`config.mk`:
```
export PLATFORM = sky130hd
export DESIGN_NAME = ahb_bram_arbiter_flat
export DESIGN_NICKNAME = d
export VERILOG_FILES = /design/src/rtl/ahb_pkg.sv /design/src/rtl/ahb_bram_arbiter_if.sv /design/src/rtl/ahb_bram_arbiter.sv /design/src/flat_wrapper.sv
export SDC_FILE = /design/constraint.sdc
export NUM_CORES = 1
export LEC_CHECK = 0
export BUFFER_PORTS_ARGS = -buffer_cell sky130_fd_sc_hd__buf_2
export CORE_AREA = 4 4 122 124
export CTS_BUF_LIST = sky130_fd_sc_hd__clkbuf_4
export CTS_CLUSTER_DIAMETER = 50
export DETAILED_ROUTE_END_ITERATION = 8
export DIE_AREA = 0 0 126 128
export PLACE_DENSITY = 0.44
export SLEW_MARGIN = 20
export SYNTH_ARGS = -nofsm -noshare
export SYNTH_HDL_FRONTEND = slang
export SYNTH_SLANG_ARGS = --single-unit
```
`constraint.sdc`:
```
create_clock -name HCLK -period 1.96 [get_ports HCLK]
set_input_delay 0.196 -clock HCLK [delete_from_list [all_inputs] [get_ports HCLK]]
set_output_delay 0.196 -clock HCLK [all_outputs]
set_load 0.02 [all_outputs]
```
`src/rtl/ahb_pkg.sv`:
```
`default_nettype none
// ============================================================================
// Module   : ahb_pkg
// Brief    : Shared AHB-Lite transfer encodings and arbiter owner states.
// Revision : 1.0
// ============================================================================
package ahb_pkg;

    localparam logic [1:0] HTRANS_IDLE   = 2'b00;
    localparam logic [1:0] HTRANS_BUSY   = 2'b01;
    localparam logic [1:0] HTRANS_NONSEQ = 2'b10;
    localparam logic [1:0] HTRANS_SEQ    = 2'b11;

    typedef enum logic {
        OWN_M0 = 1'b0,
        OWN_M1 = 1'b1
    } owner_e;

    // NONSEQ and SEQ both carry bit 1; IDLE and BUSY do not.
    function automatic logic is_req(input logic [1:0] htrans);
        return htrans[1];
    endfunction

endpackage
`default_nettype wire

```
`src/rtl/ahb_bram_arbiter_if.sv`:
```
`default_nettype none
// ============================================================================
// Module   : ahb_bram_arbiter_if
// Brief    : Two AHB-Lite master ports and one memory-slave port of the arbiter.
// Revision : 1.0
// ============================================================================
interface ahb_bram_arbiter_if;

    logic [31:0] M0_HADDR;
    logic [1:0]  M0_HTRANS;
    logic        M0_HWRITE;
    logic [2:0]  M0_HSIZE;
    logic [31:0] M0_HWDATA;
    logic        M0_HREADY;
    logic [31:0] M0_HRDATA;
    logic        M0_HRESP;

    logic [31:0] M1_HADDR;
    logic [1:0]  M1_HTRANS;
    logic        M1_HWRITE;
    logic [2:0]  M1_HSIZE;
    logic [31:0] M1_HWDATA;
    logic        M1_HREADY;
    logic [31:0] M1_HRDATA;
    logic        M1_HRESP;

    logic        S_HSEL;
    logic [31:0] S_HADDR;
    logic [1:0]  S_HTRANS;
    logic        S_HWRITE;
    logic [2:0]  S_HSIZE;
    logic [31:0] S_HWDATA;
    logic        S_HREADY;
    logic        S_HREADYOUT;
    logic [31:0] S_HRDATA;

    // Arbiter view: it is the slave of both masters and drives the memory port.
    modport slave (
        input  M0_HADDR, M0_HTRANS, M0_HWRITE, M0_HSIZE, M0_HWDATA,
        output M0_HREADY, M0_HRDATA, M0_HRESP,
        input  M1_HADDR, M1_HTRANS, M1_HWRITE, M1_HSIZE, M1_HWDATA,
        output M1_HREADY, M1_HRDATA, M1_HRESP,
        output S_HSEL, S_HADDR, S_HTRANS, S_HWRITE, S_HSIZE, S_HWDATA, S_HREADY,
        input  S_HREADYOUT, S_HRDATA
    );

    modport master (
        output M0_HADDR, M0_HTRANS, M0_HWRITE, M0_HSIZE, M0_HWDATA,
        input  M0_HREADY, M0_HRDATA, M0_HRESP,
        output M1_HADDR, M1_HTRANS, M1_HWRITE, M1_HSIZE, M1_HWDATA,
        input  M1_HREADY, M1_HRDATA, M1_HRESP,
        input  S_HSEL, S_HADDR, S_HTRANS, S_HWRITE, S_HSIZE, S_HWDATA, S_HREADY,
        output S_HREADYOUT, S_HRDATA
    );

endinterface
`default_nettype wire

```
`src/rtl/ahb_bram_arbiter.sv`:
```
`default_nettype none
// ============================================================================
// Module   : ahb_bram_arbiter
// Brief    : Two-master AHB-Lite arbiter in front of a single memory slave.
// Revision : 1.0
// ============================================================================
module ahb_bram_arbiter
    import ahb_pkg::*;
#(
    parameter bit DEFAULT_OWNER = 1'b0
) (
    input  wire logic         HCLK,
    input  wire logic         HRESET,
    ahb_bram_arbiter_if.slave bus,
    output logic              HMASTER,
    output logic              HMASTER_D
);

    localparam owner_e C_RST_OWNER = DEFAULT_OWNER ? OWN_M1 : OWN_M0;

    owner_e state_q, state_d;
    logic   hmaster_d_q, hmaster_d_d;
    logic   w_m1_own;
    logic   w_own_req;
    logic   w_oth_req;

    assign w_m1_own  = (state_q == OWN_M1);
    assign w_own_req = w_m1_own ? is_req(bus.M1_HTRANS) : is_req(bus.M0_HTRANS);
    assign w_oth_req = w_m1_own ? is_req(bus.M0_HTRANS) : is_req(bus.M1_HTRANS);

    // Handover only at a bus-ready boundary where the owner has released;
    // an owner that keeps requesting is never preempted.
    always_comb begin
        state_d     = state_q;
        hmaster_d_d = hmaster_d_q;
        if (bus.S_HREADYOUT) begin
            hmaster_d_d = w_m1_own;
            if (!w_own_req) begin
                if (w_oth_req) begin
                    state_d = w_m1_own ? OWN_M0 : OWN_M1;
                end else begin
                    state_d = C_RST_OWNER;
                end
            end
        end
    end

    always_ff @(posedge HCLK or posedge HRESET) begin
        if (HRESET) begin
            state_q     <= C_RST_OWNER;
            hmaster_d_q <= (C_RST_OWNER == OWN_M1);
        end else begin
            state_q     <= state_d;
            hmaster_d_q <= hmaster_d_d;
        end
    end

    assign HMASTER   = w_m1_own;
    assign HMASTER_D = hmaster_d_q;

    assign bus.S_HSEL   = w_own_req;
    assign bus.S_HADDR  = w_m1_own ? bus.M1_HADDR  : bus.M0_HADDR;
    assign bus.S_HTRANS = w_m1_own ? bus.M1_HTRANS : bus.M0_HTRANS;
    assign bus.S_HWRITE = w_m1_own ? bus.M1_HWRITE : bus.M0_HWRITE;
    assign bus.S_HSIZE  = w_m1_own ? bus.M1_HSIZE  : bus.M0_HSIZE;
    assign bus.S_HWDATA = hmaster_d_q ? bus.M1_HWDATA : bus.M0_HWDATA;
    assign bus.S_HREADY = bus.S_HREADYOUT;

    // A requesting non-owner stalls with its address held; an idle one never waits.
    assign bus.M0_HREADY = w_m1_own ? ~bus.M0_HTRANS[1] : bus.S_HREADYOUT;
    assign bus.M1_HREADY = w_m1_own ? bus.S_HREADYOUT   : ~bus.M1_HTRANS[1];

    assign bus.M0_HRDATA = bus.S_HRDATA;
    assign bus.M1_HRDATA = bus.S_HRDATA;
    assign bus.M0_HRESP  = 1'b0;
    assign bus.M1_HRESP  = 1'b0;

endmodule
`default_nettype wire

```
`src/flat_wrapper.sv`:
```
// flat-port wrapper written by rule: the top's interface ports become plain ports
module ahb_bram_arbiter_flat import ahb_pkg::*;
#(
    parameter bit DEFAULT_OWNER = 1'b0
)
  (HCLK, HRESET, HMASTER, HMASTER_D, bus_M0_HADDR, bus_M0_HTRANS, bus_M0_HWRITE, bus_M0_HSIZE, bus_M0_HWDATA, bus_M0_HREADY, bus_M0_HRDATA, bus_M0_HRESP, bus_M1_HADDR, bus_M1_HTRANS, bus_M1_HWRITE, bus_M1_HSIZE, bus_M1_HWDATA, bus_M1_HREADY, bus_M1_HRDATA, bus_M1_HRESP, bus_S_HSEL, bus_S_HADDR, bus_S_HTRANS, bus_S_HWRITE, bus_S_HSIZE, bus_S_HWDATA, bus_S_HREADY, bus_S_HREADYOUT, bus_S_HRDATA);
  ahb_bram_arbiter_if bus_i ();
  input  wire logic HCLK;
  input  wire logic HRESET;
  output logic HMASTER;
  output logic HMASTER_D;
  input wire logic [$bits(bus_i.M0_HADDR)-1:0] bus_M0_HADDR;
  input wire logic [$bits(bus_i.M0_HTRANS)-1:0] bus_M0_HTRANS;
  input wire logic [$bits(bus_i.M0_HWRITE)-1:0] bus_M0_HWRITE;
  input wire logic [$bits(bus_i.M0_HSIZE)-1:0] bus_M0_HSIZE;
  input wire logic [$bits(bus_i.M0_HWDATA)-1:0] bus_M0_HWDATA;
  output wire logic [$bits(bus_i.M0_HREADY)-1:0] bus_M0_HREADY;
  output wire logic [$bits(bus_i.M0_HRDATA)-1:0] bus_M0_HRDATA;
  output wire logic [$bits(bus_i.M0_HRESP)-1:0] bus_M0_HRESP;
  input wire logic [$bits(bus_i.M1_HADDR)-1:0] bus_M1_HADDR;
  input wire logic [$bits(bus_i.M1_HTRANS)-1:0] bus_M1_HTRANS;
  input wire logic [$bits(bus_i.M1_HWRITE)-1:0] bus_M1_HWRITE;
  input wire logic [$bits(bus_i.M1_HSIZE)-1:0] bus_M1_HSIZE;
  input wire logic [$bits(bus_i.M1_HWDATA)-1:0] bus_M1_HWDATA;
  output wire logic [$bits(bus_i.M1_HREADY)-1:0] bus_M1_HREADY;
  output wire logic [$bits(bus_i.M1_HRDATA)-1:0] bus_M1_HRDATA;
  output wire logic [$bits(bus_i.M1_HRESP)-1:0] bus_M1_HRESP;
  output wire logic [$bits(bus_i.S_HSEL)-1:0] bus_S_HSEL;
  output wire logic [$bits(bus_i.S_HADDR)-1:0] bus_S_HADDR;
  output wire logic [$bits(bus_i.S_HTRANS)-1:0] bus_S_HTRANS;
  output wire logic [$bits(bus_i.S_HWRITE)-1:0] bus_S_HWRITE;
  output wire logic [$bits(bus_i.S_HSIZE)-1:0] bus_S_HSIZE;
  output wire logic [$bits(bus_i.S_HWDATA)-1:0] bus_S_HWDATA;
  output wire logic [$bits(bus_i.S_HREADY)-1:0] bus_S_HREADY;
  input wire logic [$bits(bus_i.S_HREADYOUT)-1:0] bus_S_HREADYOUT;
  input wire logic [$bits(bus_i.S_HRDATA)-1:0] bus_S_HRDATA;
  assign bus_i.M0_HADDR = bus_M0_HADDR;
  assign bus_i.M0_HTRANS = bus_M0_HTRANS;
  assign bus_i.M0_HWRITE = bus_M0_HWRITE;
  assign bus_i.M0_HSIZE = bus_M0_HSIZE;
  assign bus_i.M0_HWDATA = bus_M0_HWDATA;
  assign bus_M0_HREADY = bus_i.M0_HREADY;
  assign bus_M0_HRDATA = bus_i.M0_HRDATA;
  assign bus_M0_HRESP = bus_i.M0_HRESP;
  assign bus_i.M1_HADDR = bus_M1_HADDR;
  assign bus_i.M1_HTRANS = bus_M1_HTRANS;
  assign bus_i.M1_HWRITE = bus_M1_HWRITE;
  assign bus_i.M1_HSIZE = bus_M1_HSIZE;
  assign bus_i.M1_HWDATA = bus_M1_HWDATA;
  assign bus_M1_HREADY = bus_i.M1_HREADY;
  assign bus_M1_HRDATA = bus_i.M1_HRDATA;
  assign bus_M1_HRESP = bus_i.M1_HRESP;
  assign bus_S_HSEL = bus_i.S_HSEL;
  assign bus_S_HADDR = bus_i.S_HADDR;
  assign bus_S_HTRANS = bus_i.S_HTRANS;
  assign bus_S_HWRITE = bus_i.S_HWRITE;
  assign bus_S_HSIZE = bus_i.S_HSIZE;
  assign bus_S_HWDATA = bus_i.S_HWDATA;
  assign bus_S_HREADY = bus_i.S_HREADY;
  assign bus_i.S_HREADYOUT = bus_S_HREADYOUT;
  assign bus_i.S_HRDATA = bus_S_HRDATA;
  ahb_bram_arbiter #(.DEFAULT_OWNER(DEFAULT_OWNER)) u_core (.HCLK(HCLK), .HRESET(HRESET), .bus(bus_i), .HMASTER(HMASTER), .HMASTER_D(HMASTER_D));
endmodule
```
==> out/metrics.yaml, run 1 <==
clock_tree:
  cts_root_buf: "clkbuf_4"
  cts.htree.levels: 1
  clk_pin_slew_worst_paths_ns: 0.03
  cts_tree: "done"
  worst_skew_pair.late_latency_ns: 0.22
  cts_resized: 0
  cts.sinks: 2
  cts_buffer_depth: 2
  cts_inserted_buffers: 3
yosys:
  yosysWarnings: 0
  avgSynthCellArea_um2: 11.1
  synth_area_mm2: 0.00178
  ys_seq_area_share_pct: 2.82
  ys_ff_latch: 2
  synthCells: 160
  synth_cell_type_count: 12
die:
  die_h_um: 128
  die_w_um: 126
  row_count: 43
  pin_count: 317
  fp.coreArea_mm2: 0.0138
  initial_core_util_pct: 12.9
  die_area_mm2: 0.0161
detailed_routing:
  vias: 1665
  antenna_left: 0
  drt_iter0_markers: 17
  drtPass1Iterations: 2
  drc: 0
  wl_um: 6200
  wl_per_cell_um: 12.6
  viasPerCell: 3.40
grt:
  antenna_found_initial: 0
  overflow: 0
  grt_pass1_wl_um: 8800
  grt_max_degree: 30
  grt_pass1_vias: 1755
  track_usage_pct: 6.60
critical_path:
  crit_fanout: 29
  critPathKind: "flop to primary output"
  worstPathArrival_ns: 1.53
  end_kind: "primary output"
  cp-start-kind: "flop"
  crit_path_top_delay_cell: "dfrtp_2"
  critPathRequiredTime_ns: 1.76
  critical_path.cell_chain: "buf_12 -> mux2_2 -> buf_2"
  cp_slowest_stage_delay_ns: 0.52
pwr:
  leakage_nw: 1.50
  power_density_mw_per_mm2: 474
  combPwrFrac_pct: 87.5
  switchingPower_mw: 0.548
  clkPwrFrac_pct: 7.2
  p_sw_share_pct: 45.4
  vdd_drop_max_mv: 0.160
  power_frac_seq_pct: 5.2
  p_int_mw: 0.660
timing:
  hold_viol: 0
  rsz0062_at_grt: "false"
  timing.fmax_mhz: 578
  hold_ws_ns: 0.309
  timing.final.max_slew_violations: 0
  setup_violations: 0
  setup_tns_ns: 0
  min_period_ns: 1.73
  clock_skew_ns: 0.000475
  min_period_over_period_pct: 88.3
min_path:
  hold_path_class: "primary input to flop"
cells_and_area:
  final_nets: 487
  layout_commonest_cell: "buf_2"
  area.growth.synth_to_final_pct: 43.5
  drive_gt1_share_pct: 96.1
  n_antenna_cell: 0
  final_cell_mix: "buf_2, mux2_4, mux2_2"
  finalInstanceArea_mm2: 0.00255
placement:
  gp_congestion: 0.832
  place_area_mm2: 0.00252
  io_buffers: 218
  hpwl_um: 5690
outcome:
  outcome: "completed"
run:
  cap_violations: 0
## power groups by stage
stage | Combinational, mW | Clock, mW | Sequential [mW]
after floorplan | 0.951 | 0 | 0.0590
after global placement | 1.06 | 0 | 0.0644
after detailed placement | 1.07 | 0 | 0.0643
after CTS | 1.08 | 0.0918 | 0.0639
after global routing | 1.12 | 0.0948 | 0.0650
final | 1.06 | 0.0870 | 0.0634
## metal layers
| layer | up-vias | wire (µm) | GRT usage [%] | part of all wire (%) |
|---|---|---|---|---|
| li1 | 773 | - | - | - |
| met1 | 733 | 2180 | 7.17 | 35 |
| met2 | 155 | 3000 | 11.4 | 48 |
| met3 | 4 | 989 | 3.67 | 16 |
| met4 | 0 | 27 | 1.26 | 0.44 |
| met5 | - | 0 | 0 | 0 |
## path summary, 6_finish.rpt
path | from | endpoint | slack, ns | cells after the start
min in group asynchronous | HRESET | u_core.HMASTER_D | 0.38 | 3
max | u_core.HMASTER | bus_S_HADDR[28] | 0.23 | 3
min reg2reg | u_core.HMASTER_D | u_core.HMASTER_D | 0.80 | 2
max reg2reg | u_core.HMASTER | u_core.HMASTER | 0.81 | 3
max in group asynchronous | HRESET | u_core.HMASTER | 1.45 | 3
min | bus_M0_HTRANS[1] | u_core.HMASTER | 0.31 | 3
## timing repair
item	4_1_cts	5_1_grt
endpoints found under the hold margin	2	0
hold buffers	1	0
setup buffers	0	0
## Yosys cell counts
cell       n  area (µm²)
mux2_4    64         961
conb_1     1        3.75
buf_12     3        60.1
a21oi_1    3        15.0
buf_4     68         510
dfrtp_1    2        50.1
inv_1      2        7.51
nor2_1     1        3.75
buf_6      6        67.6
mux2_2     7        78.8
nor2b_1    2        12.5
nand2b_1   1        6.26
## cells by family after synthesis
group | after synthesis | share of synthesized area (%)
multiplexers | 71 | 58.5
AND/OR/NAND/NOR | 4 | 1.27
flip-flops | 2 | 2.82
buffers and inverters | 79 | 36.3
other | 1 | 0.211
AO/OA/AOI/OAI | 3 | 0.845
## flip-flops by register name, indices dropped and copies added (netlist names)
register          count
u_core.HMASTER        1
u_core.HMASTER_D      1
## final cells by class
| cell class | instances | area [µm²] |
|---|---|---|
| Fill cell | 1573 | 11200 |
| Timing Repair Buffer | 223 | 1160 |
| Multi-Input combinational cell | 80 | 1080 |
| Tap cell | 180 | 225 |
| Sequential cell | 2 | 52.6 |
| Clock buffer | 3 | 22.5 |
| Inverter | 2 | 7.51 |
## per-stage QoR
stage          utilization [%]  power, mW  setup WS, ns  instances
3_5_place_dp              18.3       1.13         0.455        486
3_3_place_gp              18.3       1.12         0.476        486
4_1_cts                   18.5       1.23         0.217        490
2_1_floorplan                -       1.01         0.489        161
5_1_grt                   18.5       1.28         0.169        490
6_report                  18.5       1.21         0.230        490
## critical path, delay by kind of cell (launching register included)
family / cells / cell delay (ns)
buf+inv: 2 / 0.42
flops: 1 / 0.52
mux: 1 / 0.37
(Power assumes the default switching activity.)
==> inputs of run 2 (changes only) <==
--- a/config.mk
+++ b/config.mk
@@ -12,5 +12,5 @@
 export DETAILED_ROUTE_END_ITERATION = 8
 export DIE_AREA = 0 0 126 128
-export PLACE_DENSITY = 0.44
+export PLACE_DENSITY = 0.43
 export SLEW_MARGIN = 20
 export SYNTH_ARGS = -nofsm -noshare
==> constraint.sdc (replaced) <==
create_clock -name HCLK -period 1.96 [get_ports HCLK]
set_input_delay 0.196 -clock HCLK [delete_from_list [all_inputs] [get_ports HCLK]]
set_output_delay 0.196 -clock HCLK [all_outputs]
set_load 0.01 [all_outputs]
==> run 2 against run 1 <==
  * Worst hold slack got worse by 0.029 ns
  * Die area unchanged
  * Flip-flop and latch count unchanged
  * Register-to-register slack got worse by 0.02 ns
  * Final area increased by 0.59%
  * Setup slack got worse by 0.053 ns
  * Highest routed layer unchanged
  * Routed wire length decreased by 0.13%
  * Critical endpoint is now bus_S_HWDATA[1]
  * Non-clock buffer count unchanged
  * Largest power group unchanged
==> out/metrics.yaml, run 2 (synthesized netlist as in run 1, its figures left out) <==
critical_path:
  r2r-start: "u_core.HMASTER_D"  # was u_core.HMASTER
  path_delay_family: "flip-flops"  # unchanged
  critPathRequiredTime_ns: 1.76  # about the same
  r2r_end: "u_core.HMASTER_D"  # was u_core.HMASTER
  path_depth: 3  # unchanged
  cp_num_buf_inv: 2  # unchanged
  reg2reg_depth: 2  # was 3
  critPathKind: "flop to primary output"  # unchanged
  worstSetupEndpoint: "bus_S_HWDATA[1]"  # was bus_S_HADDR[28]
  cp_slowest_stage_delay_ns: 0.59  # was 0.52 ns
  worstPathArrival_ns: 1.59  # was 1.53 ns
  cp-start-kind: "flop"  # unchanged
  crit_fanout: 24  # was 29
  rrSetupSlack_ns: 0.79  # was 0.81 ns
  end_kind: "primary output"  # unchanged
  crit_start: "u_core.HMASTER_D"  # was u_core.HMASTER
  critical_path.cell_chain: "buf_12 -> mux2_2 -> buf_2"  # unchanged
  crit_path_top_delay_cell: "dfrtp_2"  # unchanged
clock_tree:
  cts_buffer_depth: 2  # unchanged
  cts_inserted_buffers: 3  # unchanged
  cts_root_buf: "clkbuf_4"  # unchanged
  clk_pin_slew_worst_paths_ns: 0.03  # about the same
  cts_tree: "done"  # unchanged
  cts.sinks: 2  # unchanged
  worst_skew_pair.late_latency_ns: 0.22  # about the same
  cts.htree.levels: 1  # unchanged
grt:
  overflow: 0  # unchanged
  antenna_found_initial: 1  # was 0
  grt_pass1_wl_um: 8800  # about the same
  grt_max_degree: 25  # was 30
  track_usage_pct: 6.71  # was 6.60%
  grt_pass1_vias: 1794  # was 1755
outcome:
  outcome: "completed"  # unchanged
placement:
  gp_congestion: 0.818  # was 0.832
  io_buffers: 218  # unchanged
  hpwl_um: 5560  # was 5690 µm
die:
  pin_count: 317  # unchanged
  row_count: 43  # unchanged
  die_area_mm2: 0.0161  # unchanged
  die_w_um: 126  # unchanged
  die_h_um: 128  # unchanged
  initial_core_util_pct: 12.9  # unchanged
  fp.coreArea_mm2: 0.0138  # unchanged
pwr:
  leakage_nw: 1.50  # about the same
  power_density_mw_per_mm2: 417  # was 474 mW/mm²
  p_total_mw: 1.07  # was 1.21 mW
  vdd_drop_max_mv: 0.129  # was 0.160 mV
min_path:
  hold_path_class: "primary input to flop"  # unchanged
cells_and_area:
  area.growth.synth_to_final_pct: 44.3  # was 43.5%
  drive_gt1_share_pct: 96.1  # unchanged
  final_cell_mix: "buf_2, mux2_4, mux2_2"  # unchanged
  final_nets: 487  # unchanged
  layout_commonest_cell: "buf_2"  # unchanged
  utilization_pct: 18.6  # was 18.5%
detailed_routing:
  wl_per_cell_um: 12.6  # about the same
  drc: 0  # unchanged
  antenna_left: 0  # unchanged
  viasPerCell: 3.41  # was 3.40
  vias: 1673  # was 1665
  drt_iter0_markers: 24  # was 17
  drtPass1Iterations: 3  # was 2
  wl_um: 6190  # was 6200 µm
timing:
  clock_skew_ns: 0.00246  # was 0.000475 ns
  timing.final.max_slew_violations: 0  # unchanged
  hold_viol: 0  # unchanged
  min_period_ns: 1.78  # was 1.73 ns
  setup_tns_ns: 0  # unchanged
  timing.fmax_mhz: 561  # was 578 MHz
  setup_violations: 0  # unchanged
  min_period_over_period_pct: 91.0  # was 88.3%
  rsz0062_at_grt: "false"  # unchanged
run:
  cap_violations: 0  # unchanged
-- run 2: how the worst min path moves through the flow --
stage / from / depth (start not counted) / end / slack, ns
after floorplan: HRESET / 1 / u_core.HMASTER / -0.06
after global placement: HRESET / 2 / u_core.HMASTER / 0.09
after detailed placement: HRESET / 2 / u_core.HMASTER / 0.08
after CTS: bus_M1_HTRANS[1] / 3 / u_core.HMASTER / 0.28
after global routing: bus_M1_HTRANS[1] / 3 / u_core.HMASTER / 0.27
final: bus_M0_HTRANS[1] / 3 / u_core.HMASTER / 0.28
-- run 2: power breakdown --
group / internal (mW) / switching (mW) / total [mW] / leakage [nW]
Clock: 0.0674 / 0.0221 / 0.0895 / 0.0138
Sequential: 0.0482 / 0.0334 / 0.0816 / 0.0218
Combinational: 0.547 / 0.351 / 0.897 / 1.47
Total: 0.662 / 0.406 / 1.07 / 1.50
-- run 2: layout make-up --
cell class              count  area, µm²
fillers                  1584      11200
repair buffers            223       1170
multi-input cells          80       1080
well taps                 180        225
flip-flops and latches      2       52.6
clock buffers               3       22.5
inverters                   2       7.51
diodes                      1       2.50
-- run 2: stage by stage --
step / worst slack, ns / hold WS, ns / instance area [µm²] / cells
2_1_floorplan: 0.603 / -0.0628 / 1780 / 161
3_3_place_gp: 0.439 / 0.0862 / 2530 / 486
5_1_grt: 0.0902 / 0.274 / 2560 / 491
6_report: 0.177 / 0.280 / 2560 / 491
3_5_place_dp: 0.387 / 0.0793 / 2530 / 486
4_1_cts: 0.139 / 0.283 / 2560 / 490
-- run 2: repair_timing --
item	CTS	global route
buffers inserted	0	0
resized for setup	0	0
endpoints found under the hold margin	2	0
hold buffers	1	0
-- run 2: worst min-delay path: stages --
cell,delay [ns]
buf_2,0.10
nand2b_1,0.09
a21oi_1,0.07
-- run 2: metal layers --
layer / up-vias / global-route usage, % / wire [µm] / share of wire [%]
li1: 777 / - / - / -
met1: 747 / 7.67 / 2270 / 37
met2: 145 / 11.2 / 3010 / 49
met3: 4 / 4.00 / 897 / 14
met4: 0 / 0.631 / 13 / 0.21
met5: - / 0 / 0 / 0
